$ cat config.mk
export PLATFORM = sky130hd
export DESIGN_NAME = imm_pack_flat
export DESIGN_NICKNAME = d
export VERILOG_FILES = /design/src/rtl/imm_pack_if.sv /design/src/rtl/imm_pack.sv /design/src/flat_wrapper.sv
export SDC_FILE = /design/constraint.sdc
export NUM_CORES = 1
export LEC_CHECK = 0
export CAP_MARGIN = 25
export CORE_AREA = 4 4 92 72
export CTS_CLUSTER_SIZE = 10
export DETAILED_ROUTE_END_ITERATION = 8
export DIE_AREA = 0 0 96 76
export HOLD_SLACK_MARGIN = 0.08
export PLACE_DENSITY = 0.83
export SYNTH_ARGS = -nofsm -noshare
export SYNTH_HDL_FRONTEND = slang
export SYNTH_SLANG_ARGS = --single-unit
$ cat constraint.sdc
create_clock -name clk -period 2.05 [get_ports clk]
set_input_delay 0.41 -clock clk [delete_from_list [all_inputs] [get_ports clk]]
set_output_delay 0.41 -clock clk [all_outputs]
set_load 0.01 [all_outputs]
$ cat src/rtl/imm_pack_if.sv
// Handshake bus for imm_pack: valid/ready input side carrying the value to encode,
// valid/ready output side carrying the packed field, overflow flag and counter.
interface imm_pack_if;
  logic        in_valid;
  logic        in_ready;
  logic [31:0] num_in;
  logic        imm_src;
  logic        out_valid;
  logic        out_ready;
  logic [25:0] num_out;
  logic        ovf;
  logic [7:0]  ovf_count;

  modport master (
    output in_valid, num_in, imm_src, out_ready,
    input  in_ready, out_valid, num_out, ovf, ovf_count
  );

  modport slave (
    input  in_valid, num_in, imm_src, out_ready,
    output in_ready, out_valid, num_out, ovf, ovf_count
  );
endinterface

$ cat src/rtl/imm_pack.sv
// Two-stage immediate packer: encodes a signed 32-bit value into a 16- or 26-bit field.
// Define IMM_PACK_SAT_EN to clamp non-fitting values; otherwise they truncate.
module imm_pack (
  input  logic       clk,
  input  logic       rst_n,
  imm_pack_if.slave  bus
);
  localparam int unsigned IN_W    = 32;
  localparam int unsigned OUT_W   = 26;
  localparam int unsigned F0_W    = 16;
  localparam int unsigned F1_W    = 26;
  localparam int unsigned CNT_W   = 8;
  localparam logic [CNT_W-1:0] CNT_MAX = '1;

  localparam logic [OUT_W-1:0] F0_MAX = OUT_W'(26'h0007FFF);
  localparam logic [OUT_W-1:0] F0_MIN = OUT_W'(26'h0008000);
  localparam logic [OUT_W-1:0] F1_MAX = OUT_W'(26'h1FFFFFF);
  localparam logic [OUT_W-1:0] F1_MIN = OUT_W'(26'h2000000);

  logic              s1_valid;
  logic [IN_W-1:0]   s1_num;
  logic              s1_src;
  logic              s2_valid;
  logic [OUT_W-1:0]  s2_num;
  logic              s2_ovf;
  logic [CNT_W-1:0]  ovf_cnt;

  logic              s2_xfer_c;
  logic              s1_adv_c;
  logic              in_acc_c;
  logic              fits_c;
  logic [OUT_W-1:0]  enc_c;

  // Handshake: S1 may move on when S2 is empty or draining this cycle.
  assign s2_xfer_c    = s2_valid & bus.out_ready;
  assign s1_adv_c     = s1_valid & (~s2_valid | bus.out_ready);
  assign bus.in_ready = rst_n & (~s1_valid | s1_adv_c);
  assign in_acc_c     = bus.in_valid & bus.in_ready;

  // Field encoder: value fits when all bits above the field's sign bit match it.
  always_comb begin
    fits_c = 1'b0;
    enc_c  = '0;
    if (!s1_src) begin
      fits_c = (&s1_num[IN_W-1:F0_W-1]) | ~(|s1_num[IN_W-1:F0_W-1]);
      enc_c  = OUT_W'(s1_num[F0_W-1:0]);
`ifdef IMM_PACK_SAT_EN
      if (!fits_c) enc_c = s1_num[IN_W-1] ? F0_MIN : F0_MAX;
`endif
    end else begin
      fits_c = (&s1_num[IN_W-1:F1_W-1]) | ~(|s1_num[IN_W-1:F1_W-1]);
      enc_c  = OUT_W'(s1_num[F1_W-1:0]);
`ifdef IMM_PACK_SAT_EN
      if (!fits_c) enc_c = s1_num[IN_W-1] ? F1_MIN : F1_MAX;
`endif
    end
  end

  // Pipeline registers and saturating overflow counter.
  always_ff @(posedge clk) begin
    if (!rst_n) begin
      s1_valid <= 1'b0;
      s1_num   <= '0;
      s1_src   <= 1'b0;
      s2_valid <= 1'b0;
      s2_num   <= '0;
      s2_ovf   <= 1'b0;
      ovf_cnt  <= '0;
    end else begin
      if (in_acc_c) begin
        s1_num <= bus.num_in;
        s1_src <= bus.imm_src;
      end
      if (in_acc_c) begin
        s1_valid <= 1'b1;
      end else if (s1_adv_c) begin
        s1_valid <= 1'b0;
      end
      if (s1_adv_c) begin
        s2_valid <= 1'b1;
        s2_num   <= enc_c;
        s2_ovf   <= ~fits_c;
      end else if (s2_xfer_c) begin
        s2_valid <= 1'b0;
      end
      if (s2_xfer_c && s2_ovf && (ovf_cnt != CNT_MAX)) begin
        ovf_cnt <= ovf_cnt + CNT_W'(1);
      end
    end
  end

  assign bus.out_valid = s2_valid;
  assign bus.num_out   = s2_num;
  assign bus.ovf       = s2_ovf;
  assign bus.ovf_count = ovf_cnt;
endmodule

$ cat src/flat_wrapper.sv
// flat-port wrapper written by rule: the top's interface ports become plain ports
module imm_pack_flat 
  (clk, rst_n, bus_in_valid, bus_num_in, bus_imm_src, bus_out_ready, bus_in_ready, bus_out_valid, bus_num_out, bus_ovf, bus_ovf_count);
  imm_pack_if bus_i ();
  input  logic clk;
  input  logic rst_n;
  input wire logic [$bits(bus_i.in_valid)-1:0] bus_in_valid;
  input wire logic [$bits(bus_i.num_in)-1:0] bus_num_in;
  input wire logic [$bits(bus_i.imm_src)-1:0] bus_imm_src;
  input wire logic [$bits(bus_i.out_ready)-1:0] bus_out_ready;
  output wire logic [$bits(bus_i.in_ready)-1:0] bus_in_ready;
  output wire logic [$bits(bus_i.out_valid)-1:0] bus_out_valid;
  output wire logic [$bits(bus_i.num_out)-1:0] bus_num_out;
  output wire logic [$bits(bus_i.ovf)-1:0] bus_ovf;
  output wire logic [$bits(bus_i.ovf_count)-1:0] bus_ovf_count;
  assign bus_i.in_valid = bus_in_valid;
  assign bus_i.num_in = bus_num_in;
  assign bus_i.imm_src = bus_imm_src;
  assign bus_i.out_ready = bus_out_ready;
  assign bus_in_ready = bus_i.in_ready;
  assign bus_out_valid = bus_i.out_valid;
  assign bus_num_out = bus_i.num_out;
  assign bus_ovf = bus_i.ovf;
  assign bus_ovf_count = bus_i.ovf_count;
  imm_pack u_core (.clk(clk), .rst_n(rst_n), .bus(bus_i));
endmodule
==> impl_metrics.csv <==
group,metric,value,unit
logic_synthesis,synthDistinctLibCells,32,
timing,holdWs,0.4524,ns
critical_path,rr_worst_depth,6,
logic_synthesis,synthFlopType,"dfxtp_1",
die,coreArea,0.005736,mm²
global_route,track_usage,18.05,%
logic_synthesis,synth_area_per_cell,8.089,µm²
place,numPortBuffers,73,
logic_synthesis,synth_edf_count,0,
cts,cts_resized,1,
drt,wirelength,6216,µm
drt,vias_per_cell,5.064,
drt,wl_per_cell,12.87,µm
critical_path,crit_type,"flip-flop to primary output",
critical_path,critical_path_buf_inv_count,1,
place,gp_congestion,0.7964,
timing,fmax,558.6,MHz
timing,final_hold_viol_count,0,
global_route,globalRouteOverflowTotal,0,
worst_hold_path,worstHoldEndpoint,"u_core.bus.num_out[20]",
timing,fin_crit,1.790,ns
flow_run,maxCapViolCount,0,
critical_path,arrival,1.38,ns
global_route,grt_pass1_vias,2281,
drt,firstDrtPassIters,4,
drt,drt_iter0_markers,130,
timing,final.setup.tns,0,ns
cts,htree_levels,3,
critical_path,critical_path.cell_chain,"clkdlybuf4s50_1",
worst_hold_path,min_path_type,"flip-flop to flip-flop",
finish,num-nets-final,438,
logic_synthesis,ys_ff_latch,70,
global_route,grt_max_degree,67,
critical_path,reg2reg_from,"u_core.bus.ovf_count[0]",
die,rows,24,
global_route,grt_pass1_wl,10380,µm
critical_path,critPathCaptureType,"primary output",
critical_path,cp_max_fo,6,
critical_path,cpLargestDelayFamily,"buffers and inverters",
cts,path_clk_slew,0.07,ns
cts,cts_tree,"done",
critical_path,required,1.64,ns
cts,clock_latency,0.34,ns
logic_synthesis,synthArstFlopShare,0,%
cts,post_cts_buffers,0,
critical_path,timing.rr.end,"u_core.bus.ovf_count[1]",
timing,relSlewSlack,73.67,%
pwr,max-vdd-ir-drop,0.0004648,V
timing,fin_crit_sh,87.32,%
logic_synthesis,synth.net_count,365,
drt,dr_total_vias,2446,
cts,hold_buffers,0,
logic_synthesis,yosys_warnings,0,
die,die_h,76,µm
pwr,p_leak,0.001415,µW
cts,cts.path.max_buffers,2,
worst_hold_path,min_path_cells,2,
timing,finalClockSkew,0.008575,ns
cts,numCtsBuffers,9,
cts,cts_sinks,70,
timing,slew_violations,0,
run_status,status,"complete, no violations",
finish,n_fill_cell,504,
cts,root_buffer,"clkbuf_8",
drt,ant_nets,0,
die,die_w,96,µm
die,die_area,0.007296,mm²
drt,drc_errors,0,
pwr,p_per_area,789.9,mW/mm²
timing,worst_pin_slew,0.3944,ns
worst_hold_path,hold_start,"u_core.bus.num_out[20]",
place,hpwl,4377,µm
logic_synthesis,netlist_area,0.002645,mm²
critical_path,slowest_delay,0.59,ns
finish,area_growth,39.73,%
timing,setup_viol,0,
critical_path,ff2ff_setup_slack,0.42,ns
global_route,antenna_found_initial,0,
logic_synthesis,synthCells,327,
critical_path,critPathSlowestCell,"clkdlybuf4s50_1",
die,start_util,46.12,%
die,ios,74,
critical_path,critPathLaunchType,"flip-flop",
finish,antenna_cells,0,
logic_synthesis,yosysSeqAreaShare,52.98,%
finish,layout-drive-gt1-share,6.914,%
timing,rsz0062_at_grt,"no",
==> report_power, final <==
part | total [µW] | internal, µW | switching, µW
clock | 1170 | 683 | 491
combinational | 273 | 144 | 129
sequential | 1470 | 1420 | 50.6
total | 2920 | 2250 | 670
==> cells in the final DEF, fill, tap and decap left out, drive strengths merged, types with 3 or more instances in the layout <==
| master | count |
|---|---|
| clkdlybuf4s50 | 72 |
| a21oi | 34 |
| nand4 | 5 |
| inv | 36 |
| buf | 8 |
| o31ai | 4 |
| dfxtp | 70 |
| nand2 | 45 |
| clkinv | 3 |
| clkbuf | 10 |
| nor2 | 5 |
| nor4 | 3 |
| o21ai | 38 |
| nand3 | 50 |
==> cell usage after synthesis, drive strengths merged (2+ instances only) <==
cell,number,area [µm²]
nand2,45,168.9
clkbuf,11,41.29
nand3,50,250.2
or4,2,15.01
xor2,2,17.52
nand4,5,37.53
nor3,2,10.01
nor4,3,18.77
or3,2,12.51
o31ai,4,30.03
inv,36,135.1
dfxtp,70,1401
nor2,5,21.27
o21ai,38,193.9
a21oi,34,170.2
a31oi,2,12.51
buf,8,46.29
==> final cells by class <==
cell class	count	area [µm²]	share of cell area (%)
multi-input combinational	202	1021	27.62
tap	78	97.59	2.640
timing repair buffer	81	827.0	22.38
clock inverter	6	86.33	2.336
inverter	36	135.1	3.656
clock buffer	10	127.6	3.453
sequential	70	1401	37.91
==> worst max path at each step <==
| stage | from | end | slack [ns] | depth (start not counted) |
|---|---|---|---|---|
| floorplan | u_core.bus.ovf_count[0] | u_core.bus.ovf_count[5] | 0.56 | 5 |
| global placement | rst_n | bus_in_ready | -0.03 | 4 |
| detailed placement | rst_n | u_core.s1_num[7] | -0.04 | 6 |
| CTS | u_core.bus.ovf_count[2] | bus_ovf_count[2] | 0.25 | 1 |
| global route | rst_n | u_core.s1_num[8] | 0.18 | 6 |
| finish | u_core.bus.ovf_count[2] | bus_ovf_count[2] | 0.26 | 1 |
==> metal layers <==
| layer | global-route usage [%] | wire length (µm) |
|---|---|---|
| met5 | 0 | 0 |
| met4 | 4.403 | 54 |
| met2 | 29.36 | 2980 |
| met3 | 7.404 | 540 |
| met1 | 22.00 | 2641 |
==> metrics by stage <==
| step | setup WS, ns | total power (µW) | instances | utilization, % | instance area, µm² |
|---|---|---|---|---|---|
| 5_1_grt | 0.1767 | 3054 | 483 | 64.44 | 3696 |
| 6_report | 0.2599 | 2919 | 483 | 64.44 | 3696 |
| 4_1_cts | 0.2451 | 2944 | 483 | 64.44 | 3696 |
| 3_3_place_gp | -0.03359 | 1766 | 467 | 60.73 | 3483 |
| 2_1_floorplan | 0.5551 | 1626 | 327 | - | 2645 |
| 3_5_place_dp | -0.03778 | 1778 | 467 | 60.73 | 3483 |
==> sequential cells by signal (all words and copies together), names as in the netlist <==
signal,cells
u_core.s1_valid,1
u_core.s1_num,32
u_core.bus.ovf_count,8
u_core.bus.ovf,1
u_core.bus.num_out,26
u_core.bus.out_valid,1
u_core.s1_src,1
==> kinds of logic (layout without fill, tap and decap cells) <==
kind of cell / after synthesis / in the layout / share of synthesized area, %
simple gates: 118 / 118 / 21.14
fa+ha+maj: 1 / 1 / 0.4730
mux: 1 / 1 / 0.3784
buf+inv: 55 / 133 / 8.420
flops: 70 / 70 / 52.98
compound gates: 80 / 80 / 15.94
xor+xnor: 2 / 2 / 0.6624
Power figures use the tool's default switching activity.
